[src/rtl/disp_scan_ctrl_pkg.sv]
// Shared types and defaults for the multiplexed 7-segment scan controller.
package disp_pkg;

  typedef enum logic [1:0] {
    IDLE = 2'd0,
    SHOW = 2'd1,
    GAP  = 2'd2
  } state_t;

  localparam int         DEF_NDIG  = 4;
  localparam int         DEF_DIV   = 50000;
  localparam int         DEF_BLANK = 16;
  localparam logic [7:0] SEG_OFF   = 8'hFF;

endpackage

[src/rtl/disp_scan_ctrl_if.sv]
// Host-side bundle for the scan controller: display data in, drive pins and debug state out.
interface disp_scan_ctrl_if
  import disp_pkg::*;
#(
  parameter int NDIG = DEF_NDIG
);
  // load is a one-cycle strobe with no back-pressure: value/dp/lz_en are taken
  // on every clock edge where load=1; the last strobe before a frame boundary wins.
  logic              enable;
  logic              load;
  logic [4*NDIG-1:0] value;
  logic [NDIG-1:0]   dp;
  logic              lz_en;
  logic [7:0]        seg;
  logic [NDIG-1:0]   an;
  logic              frame_done;
  state_t            dbg_state;
  logic              dbg_pend_valid;

  modport master (
    output enable, load, value, dp, lz_en,
    input  seg, an, frame_done, dbg_state, dbg_pend_valid
  );

  modport slave (
    input  enable, load, value, dp, lz_en,
    output seg, an, frame_done, dbg_state, dbg_pend_valid
  );
endinterface

[src/rtl/disp_scan_ctrl_to7seg.sv]
// Hex nibble to active-low 7-segment pattern; seg[7] is the decimal point.
module to7seg (
  input  logic [3:0] nib,
  input  logic       dp,
  output logic [7:0] seg
);
  logic [6:0] font;

  always_comb begin
    font = 7'h7F;
    case (nib)
      4'h0: font = 7'h40;
      4'h1: font = 7'h79;
      4'h2: font = 7'h24;
      4'h3: font = 7'h30;
      4'h4: font = 7'h19;
      4'h5: font = 7'h12;
      4'h6: font = 7'h02;
      4'h7: font = 7'h78;
      4'h8: font = 7'h00;
      4'h9: font = 7'h10;
      4'hA: font = 7'h08;
      4'hB: font = 7'h03;
      4'hC: font = 7'h46;
      4'hD: font = 7'h21;
      4'hE: font = 7'h06;
      4'hF: font = 7'h0E;
      default: font = 7'h7F;
    endcase
  end

  assign seg = {~dp, font};
endmodule

[src/rtl/disp_scan_ctrl.sv]
// Time-multiplexed digit scanner with double-buffered display data and leading-zero blanking.
module disp_scan_ctrl
  import disp_pkg::*;
#(
  parameter int NDIG  = DEF_NDIG,
  parameter int DIV   = DEF_DIV,
  parameter int BLANK = DEF_BLANK
) (
  input  logic           clk,
  input  logic           rst_n,
  disp_scan_ctrl_if.slave bus
);
  localparam int              CW        = $clog2(DIV);
  localparam int              IW        = $clog2(NDIG);
  localparam logic [CW-1:0]   SHOW_LAST = CW'(DIV - BLANK - 1);
  localparam logic [CW-1:0]   GAP_LAST  = CW'(BLANK - 1);
  localparam logic [IW-1:0]   IDX_LAST  = IW'(NDIG - 1);

  state_t            state, state_nxt;
  logic [CW-1:0]     cnt, cnt_nxt;
  logic [IW-1:0]     idx, idx_nxt;
  logic              frame_end, xfer;
  logic [4*NDIG-1:0] act_value, pend_value;
  logic [NDIG-1:0]   act_dp, pend_dp;
  logic              act_lz, pend_lz, pend_valid;
  logic [NDIG-1:0]   blank;
  logic [3:0]        cur_nib;
  logic [7:0]        dec_seg, seg_nxt, seg_r;
  logic [NDIG-1:0]   an_r;

  always_ff @(posedge clk or negedge rst_n) begin
    if (!rst_n) begin
      state <= IDLE;
      cnt   <= '0;
      idx   <= '0;
    end else begin
      state <= state_nxt;
      cnt   <= cnt_nxt;
      idx   <= idx_nxt;
    end
  end

  // Pending data moves to active only at IDLE->SHOW or at the end of the last GAP.
  always_comb begin
    state_nxt = state;
    cnt_nxt   = cnt + CW'(1);
    idx_nxt   = idx;
    frame_end = 1'b0;
    xfer      = 1'b0;
    if (!bus.enable) begin
      state_nxt = IDLE;
      cnt_nxt   = '0;
      idx_nxt   = '0;
    end else begin
      case (state)
        IDLE: begin
          state_nxt = SHOW;
          cnt_nxt   = '0;
          idx_nxt   = '0;
          xfer      = 1'b1;
        end
        SHOW: begin
          if (cnt == SHOW_LAST) begin
            state_nxt = GAP;
            cnt_nxt   = '0;
          end
        end
        GAP: begin
          if (cnt == GAP_LAST) begin
            state_nxt = SHOW;
            cnt_nxt   = '0;
            if (idx == IDX_LAST) begin
              idx_nxt   = '0;
              frame_end = 1'b1;
              xfer      = 1'b1;
            end else begin
              idx_nxt = idx + IW'(1);
            end
          end
        end
        default: begin
          state_nxt = IDLE;
          cnt_nxt   = '0;
          idx_nxt   = '0;
        end
      endcase
    end
  end

  // A load coinciding with a transfer bypasses the pending buffer.
  always_ff @(posedge clk or negedge rst_n) begin
    if (!rst_n) begin
      act_value  <= '0;
      act_dp     <= '0;
      act_lz     <= 1'b0;
      pend_value <= '0;
      pend_dp    <= '0;
      pend_lz    <= 1'b0;
      pend_valid <= 1'b0;
    end else if (xfer) begin
      if (bus.load) begin
        act_value <= bus.value;
        act_dp    <= bus.dp;
        act_lz    <= bus.lz_en;
      end else if (pend_valid) begin
        act_value <= pend_value;
        act_dp    <= pend_dp;
        act_lz    <= pend_lz;
      end
      pend_valid <= 1'b0;
    end else if (bus.load) begin
      pend_value <= bus.value;
      pend_dp    <= bus.dp;
      pend_lz    <= bus.lz_en;
      pend_valid <= 1'b1;
    end
  end

  always_comb begin
    logic zero_above;
    zero_above = 1'b1;
    blank      = '0;
    for (int i = NDIG - 1; i >= 0; i--) begin
      zero_above = zero_above && (act_value[4*i +: 4] == 4'h0);
      blank[i]   = act_lz && zero_above && (i != 0);
    end
  end

  assign cur_nib = act_value[{idx, 2'b00} +: 4];

  to7seg u_dec (
    .nib (cur_nib),
    .dp  (act_dp[idx]),
    .seg (dec_seg)
  );

  assign seg_nxt = {dec_seg[7], blank[idx] ? 7'h7F : dec_seg[6:0]};

  always_ff @(posedge clk or negedge rst_n) begin
    if (!rst_n) begin
      seg_r <= SEG_OFF;
      an_r  <= '1;
    end else if (state == SHOW) begin
      seg_r <= seg_nxt;
      an_r  <= ~(NDIG'(1) << idx);
    end else begin
      seg_r <= SEG_OFF;
      an_r  <= '1;
    end
  end

  assign bus.seg            = seg_r;
  assign bus.an             = an_r;
  assign bus.frame_done     = frame_end;
  assign bus.dbg_state      = state;
  assign bus.dbg_pend_valid = pend_valid;
endmodule

[src/flat_wrapper.sv]
// flat-port wrapper written by rule: the top's interface ports become plain ports
module disp_scan_ctrl_flat import disp_pkg::*;
#(
  parameter int NDIG  = DEF_NDIG,
  parameter int DIV   = DEF_DIV,
  parameter int BLANK = DEF_BLANK
)
  (clk, rst_n, bus_enable, bus_load, bus_value, bus_dp, bus_lz_en, bus_seg, bus_an, bus_frame_done, bus_dbg_state, bus_dbg_pend_valid);
  disp_scan_ctrl_if #(.NDIG(NDIG)) bus_i ();
  input  logic clk;
  input  logic rst_n;
  input wire logic [$bits(bus_i.enable)-1:0] bus_enable;
  input wire logic [$bits(bus_i.load)-1:0] bus_load;
  input wire logic [$bits(bus_i.value)-1:0] bus_value;
  input wire logic [$bits(bus_i.dp)-1:0] bus_dp;
  input wire logic [$bits(bus_i.lz_en)-1:0] bus_lz_en;
  output wire logic [$bits(bus_i.seg)-1:0] bus_seg;
  output wire logic [$bits(bus_i.an)-1:0] bus_an;
  output wire logic [$bits(bus_i.frame_done)-1:0] bus_frame_done;
  output wire logic [$bits(bus_i.dbg_state)-1:0] bus_dbg_state;
  output wire logic [$bits(bus_i.dbg_pend_valid)-1:0] bus_dbg_pend_valid;
  assign bus_i.enable = bus_enable;
  assign bus_i.load = bus_load;
  assign bus_i.value = bus_value;
  assign bus_i.dp = bus_dp;
  assign bus_i.lz_en = bus_lz_en;
  assign bus_seg = bus_i.seg;
  assign bus_an = bus_i.an;
  assign bus_frame_done = bus_i.frame_done;
  assign bus_dbg_state = bus_i.dbg_state;
  assign bus_dbg_pend_valid = bus_i.dbg_pend_valid;
  disp_scan_ctrl #(.NDIG(NDIG), .DIV(DIV), .BLANK(BLANK)) u_core (.clk(clk), .rst_n(rst_n), .bus(bus_i));
endmodule
[config.mk]
export PLATFORM = sky130hd
export DESIGN_NAME = disp_scan_ctrl_flat
export DESIGN_NICKNAME = d
export VERILOG_FILES = /design/src/rtl/disp_scan_ctrl_pkg.sv /design/src/rtl/disp_scan_ctrl_if.sv /design/src/rtl/disp_scan_ctrl_to7seg.sv /design/src/rtl/disp_scan_ctrl.sv /design/src/flat_wrapper.sv
export SDC_FILE = /design/constraint.sdc
export NUM_CORES = 1
export LEC_CHECK = 0
export BUFFER_PORTS_ARGS = -buffer_cell sky130_fd_sc_hd__buf_2
export CAP_MARGIN = 10
export CORE_ASPECT_RATIO = 0.8
export CORE_MARGIN = 1
export CORE_UTILIZATION = 45
export DETAILED_ROUTE_END_ITERATION = 10
export SLEW_MARGIN = 30
export SYNTH_ARGS = -nofsm -noshare
export SYNTH_HDL_FRONTEND = slang
export SYNTH_HIERARCHICAL = 1
export SYNTH_SLANG_ARGS = --single-unit
[constraint.sdc]
create_clock -name clk -period 4.3 [get_ports clk]
set_input_delay 0.645 -clock clk [delete_from_list [all_inputs] [get_ports clk]]
set_output_delay 0.645 -clock clk [all_outputs]
set_load 0.01 [all_outputs]
==> results of run 1 <==
worst max-delay path: cells and delay by family, from the launching register on:
kind,cells,cell delay (ps)
compound gates,3,1210
fa+ha+maj,1,190
buf+inv,1,310
flops,1,380
simple gates,2,520
layout make-up:
class / instances / area [um2]
multi-input cells: 254 / 1930
repair buffers: 42 / 221
clock buffers: 10 / 128
inverters: 23 / 86.3
flip-flops and latches: 75 / 1890
well taps: 112 / 140
fillers: 790 / 4130
clock inverters: 6 / 65.1
registers in the layout, indices dropped and copies added (netlist names), 2 cells and up:
| name | cells |
|---|---|
| u_core/act_value | 16 |
| u_core/cnt | 16 |
| u_core/pend_value | 16 |
| u_core/bus.seg | 8 |
| u_core/act_dp | 4 |
| u_core/bus.an | 4 |
| u_core/pend_dp | 4 |
| u_core/bus.dbg_state | 2 |
| u_core/idx | 2 |
cells in the final DEF (no fill, tap or decap), types with 3 or more instances in the layout:
| cell type | n |
|---|---|
| inv_1 | 23 |
| mux2_1 | 20 |
| o221ai_1 | 7 |
| a2bb2oi_1 | 4 |
| and3_1 | 4 |
| ha_1 | 16 |
| mux4_2 | 5 |
| nor2_1 | 43 |
| mux2i_1 | 4 |
| nand4_1 | 3 |
| o21ai_0 | 31 |
| buf_2 | 39 |
| nand2b_1 | 10 |
| xor2_1 | 8 |
| xnor2_1 | 6 |
| dfrtp_1 | 63 |
| dfstp_2 | 12 |
| clkbuf_8 | 9 |
| and4_1 | 5 |
| o22ai_1 | 10 |
| a2bb2oi_2 | 9 |
| nand3_1 | 18 |
| nand2_1 | 19 |
worst paths after layout:
check,endpoint,slack (ps),from
worst max-delay path,u_core/act_value[0]$_DFFE_PN0P_,1610,u_core/cnt[0]$_DFF_PN0_
worst min-delay path,u_core/cnt[7]$_DFF_PN0_,300,rst_n
worst max register to register,u_core/act_value[0]$_DFFE_PN0P_,1610,u_core/cnt[0]$_DFF_PN0_
worst min register to register,u_core/cnt[0]$_DFF_PN0_,470,u_core/cnt[0]$_DFF_PN0_
max in group asynchronous,u_core/cnt[13]$_DFF_PN0_,3520,rst_n
min in group clk,u_core/cnt[0]$_DFF_PN0_,470,u_core/cnt[0]$_DFF_PN0_
metrics by stage:
stage / worst slack [ps] / instances / power, mW / cell area [um2]
2_1_floorplan: 1840 / 375 / 1.77 / 4030
3_3_place_gp: 1660 / 506 / 1.97 / 4270
3_5_place_dp: 1620 / 506 / 2.00 / 4270
4_1_cts: 1600 / 522 / 2.55 / 4460
5_1_grt: 1400 / 522 / 2.71 / 4460
6_report: 1610 / 522 / 2.52 / 4460
where the power goes:
part	switching, mW	internal [mW]
Combinational	0.449	0.439
Sequential	0.166	0.933
Clock	0.269	0.269
per-layer routing:
layer  GRT usage (%)  share of wire (%)  vias up
li1                -                  -     1384
met1            28.0                 50     1454
met2            28.7                 44       74
met3            5.86                5.7        4
met4            5.98               0.42        0
met5               0                  0        -
logic make-up (layout without fill, tap and decap cells):
kind of cell / Yosys count / count (layout) / share of synthesized area (%)
AO/OA/AOI/OAI: 72 / 72 / 13.4
XOR/XNOR: 14 / 14 / 3.04
multiplexers: 32 / 32 / 10.6
buffers and inverters: 46 / 81 / 5.24
flip-flops: 75 / 75 / 46.9
adder cells (fa/ha/maj): 16 / 16 / 4.96
AND/OR/NAND/NOR: 120 / 120 / 15.9
cell usage after synthesis (3+ instances only):
| library cell | n |
|---|---|
| a2bb2oi_1 | 4 |
| a2bb2oi_2 | 9 |
| o221ai_1 | 7 |
| nand2_1 | 19 |
| dfrtp_1 | 63 |
| buf_6 | 4 |
| and4_1 | 5 |
| and3_1 | 4 |
| inv_1 | 23 |
| xor2_1 | 8 |
| nor2_1 | 43 |
| mux2_1 | 20 |
| nand3_1 | 18 |
| dfstp_2 | 12 |
| clkbuf_1 | 14 |
| ha_1 | 16 |
| nand2b_1 | 10 |
| xnor2_1 | 6 |
| nand4_1 | 3 |
| mux4_2 | 5 |
| o21ai_0 | 31 |
| mux2i_1 | 4 |
| buf_2 | 4 |
| o22ai_1 | 10 |
==> metrics.csv, run 1 <==
metric;value;unit
cts_resized;0;
finalCritPeriodShare;62.5;%
clk_latency;350;ps
h-tree-depth;3;
rsz0062_at_grt;no;
p_leak;1.91;nW
ir_worst_vdd;0.218;mV
gp_congestion;0.770;
via_per_inst;5.59;
yosysSeqAreaShare;46.9;%
synthDistinctLibCells;50;
portBuffers;40;
tightestPinTransition;788;ps
finalSetupViolCount;0;
core_area;8600;um2
relSlewSlack;47.4;%
finalHoldViolations;0;
drtIter0Drc;116;
cp.arrival;2960;ps
cp.required;4580;ps
crit_type;flop to flop;
crit_path_end_kind;flop;
path_cells;ha_1 -> and3_1 -> nand4_2 -> o21ai_2 -> buf_4 -> o21a_2 -> a2bb2oi_1;
path_max_fanout;14;
syn_area_per_cell;10.8;um2
syn_to_final_growth;10.6;%
ys_warn_count;6;
status;completed;
diodes;0;
synth_nets;416;
max_stage_delay;620;ps
clock_skew;9.69;ps
cap_violations;0;
clkSlewWorstSetupHoldPaths;80;ps
synth_ff_type;dfrtp_1;
drc;0;
cts_num_sinks;75;
vias;2916;
synth_top_area_share;39.1;%
die_area;9350;um2
cpMaxStageDelayCell;o21ai_2;
nets;446;
r2r_cells;7;
ctsHoldBuffers;0;
initial_utilization;46.9;%
synth-edff-count;0;
grt_overflow_total;0;
async_flop_share;100;%
grtUsageTotal;19.6;%
drive_gt1_share;23.4;%
hpwl;5.63;mm
timing.fmax;372;MHz
root_buffer;clkbuf_8;
io_pins;41;
grt_max_degree;76;
holdCritPathClass;input pin to async pin;
finalCriticalPeriod;2690;ps
num_rows;30;
whs;304;ps
grt_pass1_wl;13.9;mm
wl_per_cell;15.9;um
grt_pass1_vias;2791;
die_y;86.7;um
synth.area.top_cells;dfrtp_1 39%, dfstp_2 7.8%, mux2_1 5.6%;
start_kind;flop;
finish.utilization;51.9;%
yosysTopAreaCell;dfrtp_1;
clk_path_buf_depth;2;
drt_first_pass_iters;4;
numCtsBuffers;9;
syn-cell-area;4030;um2
powerDensity;566;nW/um2
cts_tree;yes;
die_w;108;um
ant_nets;0;
cts_post_setup_buffers_inserted;0;
final.setup.tns;0;ps
routed_wl;8.28;mm
finalMaxSlewViolations;0;
antenna_found_initial;0;
ys_ff_latch;75;
synth_cells;375;
Note: power is estimated with default switching activity, not from simulation.
==> inputs of run 2 (changes only) <==
--- a/config.mk
+++ b/config.mk
@@ -11,6 +11,7 @@
 export CORE_MARGIN = 1
 export CORE_UTILIZATION = 45
 export DETAILED_ROUTE_END_ITERATION = 10
+export PLACE_DENSITY = 0.66
 export SLEW_MARGIN = 30
 export SYNTH_ARGS = -nofsm -noshare
 export SYNTH_HDL_FRONTEND = slang
==> constraint.sdc (replaced) <==
create_clock -name clk -period 2.4 [get_ports clk]
set_input_delay 0.36 -clock clk [delete_from_list [all_inputs] [get_ports clk]]
set_output_delay 0.36 -clock clk [all_outputs]
set_load 0.01 [all_outputs]
==> run 2 against run 1 <==
  * Sequential share of layout area down 0.52 points
  * Combinational power up 82%
  * Clock power up 88%
  * Worst setup slack worse by 1400 ps
  * Cell count up 0.77%
  * Critical path depth unchanged
  * Register-to-register slack worse by 1400 ps
  * Die area unchanged
  * Core utilization up 0.64 points
  * Critical endpoint is now u_core/bus.seg[0]$_DFF_PN1_
  * Largest power group unchanged
  * Highest routed layer unchanged
==> metrics.csv, run 2 (synthesis gave the netlist of run 1 again) <==
metric;value;unit;change
status;completed;;
finalMaxSlewViolations;0;;unchanged
grt_max_degree;76;;unchanged
die_y;86.7;um;unchanged
hpwl;5.70;mm;+1.3%
diodes;0;;unchanged
grt_pass1_wl;13.5;mm;-3.1%
p_int;2.99;mW;+82%
core_area;8600;um2;unchanged
crit_path_end_kind;flop;;
nets;450;;+0.90%
grtUsageTotal;19.0;%;-0.60 points
io_pins;41;;unchanged
syn_to_final_growth;12.0;%;
die_area;9350;um2;unchanged
ant_nets;0;;unchanged
cts_num_sinks;75;;unchanged
finalHoldViolations;0;;unchanged
cpMaxStageDelayCell;dfrtp_1;;
crit_type;flop to flop;;
path_buf_inv;1;;unchanged
p_seq_share;43.0;%;-0.5 points
setup_ws;199;ps;-1410 ps
cp.arrival;2480;ps;-480 ps
grt_pass1_vias;2656;;-4.8%
clock_skew;7.39;ps;-2.30 ps
wl_per_cell;15.3;um;-3.8%
final_cells;526;;+0.77%
netSwitchingPower;1.60;mW;+81%
reg_top3;u_core/act_value: 16 flops, u_core/cnt: 16 flops, u_core/pend_value: 16 flops;;
relSlewSlack;56.1;%;+8.7 points
p_comb_share;35.0;%;about the same
finalCriticalPeriod;2200;ps;-487 ps
whs;16.8;ps;-287 ps
h-tree-depth;3;;unchanged
total_power;4.59;mW;+82%
num_rows;30;;unchanged
drive_gt1_share;24.4;%;+0.98 points
holdCritPathClass;input pin to async pin;;
pre_cts_ws;210;ps;-1410 ps
tightestPinTransition;655;ps;-132 ps
ir_worst_vdd;0.504;mV;+130%
finish.utilization;52.6;%;+0.64 points
max_stage_delay;570;ps;-50 ps
drc;0;;unchanged
ctsHoldBuffers;0;;unchanged
rr_startpoint;u_core/idx[1]$_DFFE_PN0P_;;
powerDensity;1020;nW/um2;+79%
finalCritPeriodShare;91.7;%;+29 points
grt_overflow_total;0;;unchanged
via_per_inst;5.49;;-1.7%
timing.fmax;454;MHz;+22%
start_kind;flop;;
layout_common_cells;63 x dfrtp_1, 43 x nor2_1, 39 x buf_2;;
clk_latency;350;ps;about the same
rsz0062_at_grt;no;;
drtIter0Drc;187;;+61%
cp-startpoint;u_core/idx[1]$_DFFE_PN0P_;;
portBuffers;40;;unchanged
layout_commonest_cell;dfrtp_1;;
cap_violations;0;;unchanged
cts_post_setup_buffers_inserted;0;;unchanged
design_area;4520;um2;+1.2%
routed_wl;8.03;mm;-3.0%
p_leak;1.93;nW;+1.4%
clkSlewWorstSetupHoldPaths;80;ps;about the same
dpl.cell_count;510;;+0.79%
path_cells;mux4_2 -> inv_1 -> ha_1 -> and2b_2 -> or3b_1 -> o21ai_0 -> nand2b_1;;
cts_tree;yes;;
root_buffer;clkbuf_8;;
final.setup.tns;0;ps;unchanged
power.share.clock;22.0;%;+0.7 points
cts_resized;0;;unchanged
cp.required;2680;ps;-1900 ps
initial_utilization;46.9;%;unchanged
gp_congestion;0.780;;+1.4%
path_max_fanout;10;;-4
die_w;108;um;unchanged
finalSetupViolCount;0;;unchanged
drt_first_pass_iters;4;;unchanged
cpLargestDelayFamily;simple AND/OR/NAND/NOR gates;;
antenna_found_initial;0;;unchanged
switching_share;34.9;%;-0.11 points
clk_path_buf_depth;2;;unchanged
detailed_place.area;4310;um2;+1.0%
numCtsBuffers;9;;unchanged
vias;2889;;-0.93%
fillers;778;;-1.5%
run 2: cell count changes in the layout (fill, tap and decap cells not counted), sizes merged:
| cell | delta |
|---|---|
| clkinvlp | +1 |
| buf | +4 |
| inv | +1 |
| clkinv | -2 |
run 2: final cells by class:
cell class / instances / area [um2] / area share (%)
Multi-Input combinational cell: 254 / 1930 / 42.7
Tap cell: 112 / 140 / 3.10
Inverter: 23 / 86.3 / 1.91
Timing Repair Buffer: 46 / 260 / 5.76
Clock inverter: 6 / 71.3 / 1.58
Clock buffer: 10 / 138 / 3.05
Sequential cell: 75 / 1890 / 41.9
run 2: layer usage:
metal,global-route usage (%),routed length [um],vias up,part of all wire [%]
met4,6.35,91,0,1.1
li1,-,-,1402,-
met2,28.3,3580,82,45
met5,0,0,-,0
met1,27.6,3840,1395,48
met3,4.14,507,10,6.3
run 2: worst paths after layout:
check	end	slack (ps)	cells past startpoint
min in group clk	u_core/pend_value[9]$_DFFE_PN0P_	230	2
max in group asynchronous	u_core/bus.seg[4]$_DFF_PN1_	2040	2
min reg2reg	u_core/cnt[0]$_DFF_PN0_	460	1
min	u_core/act_dp[2]$_DFFE_PN0P_	20	2
max	u_core/bus.seg[0]$_DFF_PN1_	200	7
max reg2reg	u_core/bus.seg[0]$_DFF_PN1_	200	7
run 2: power by group through the flow:
| stage | registers, mW | logic, mW | clock network, mW |
|---|---|---|---|
| global placement | 1.97 | 1.56 | 0 |
| detailed placement | 1.99 | 1.62 | 0 |
| floorplan | 1.92 | 1.25 | 0 |
| CTS | 1.97 | 1.62 | 1.05 |
| global route | 2.01 | 1.79 | 1.10 |
| finish | 1.97 | 1.61 | 1.01 |
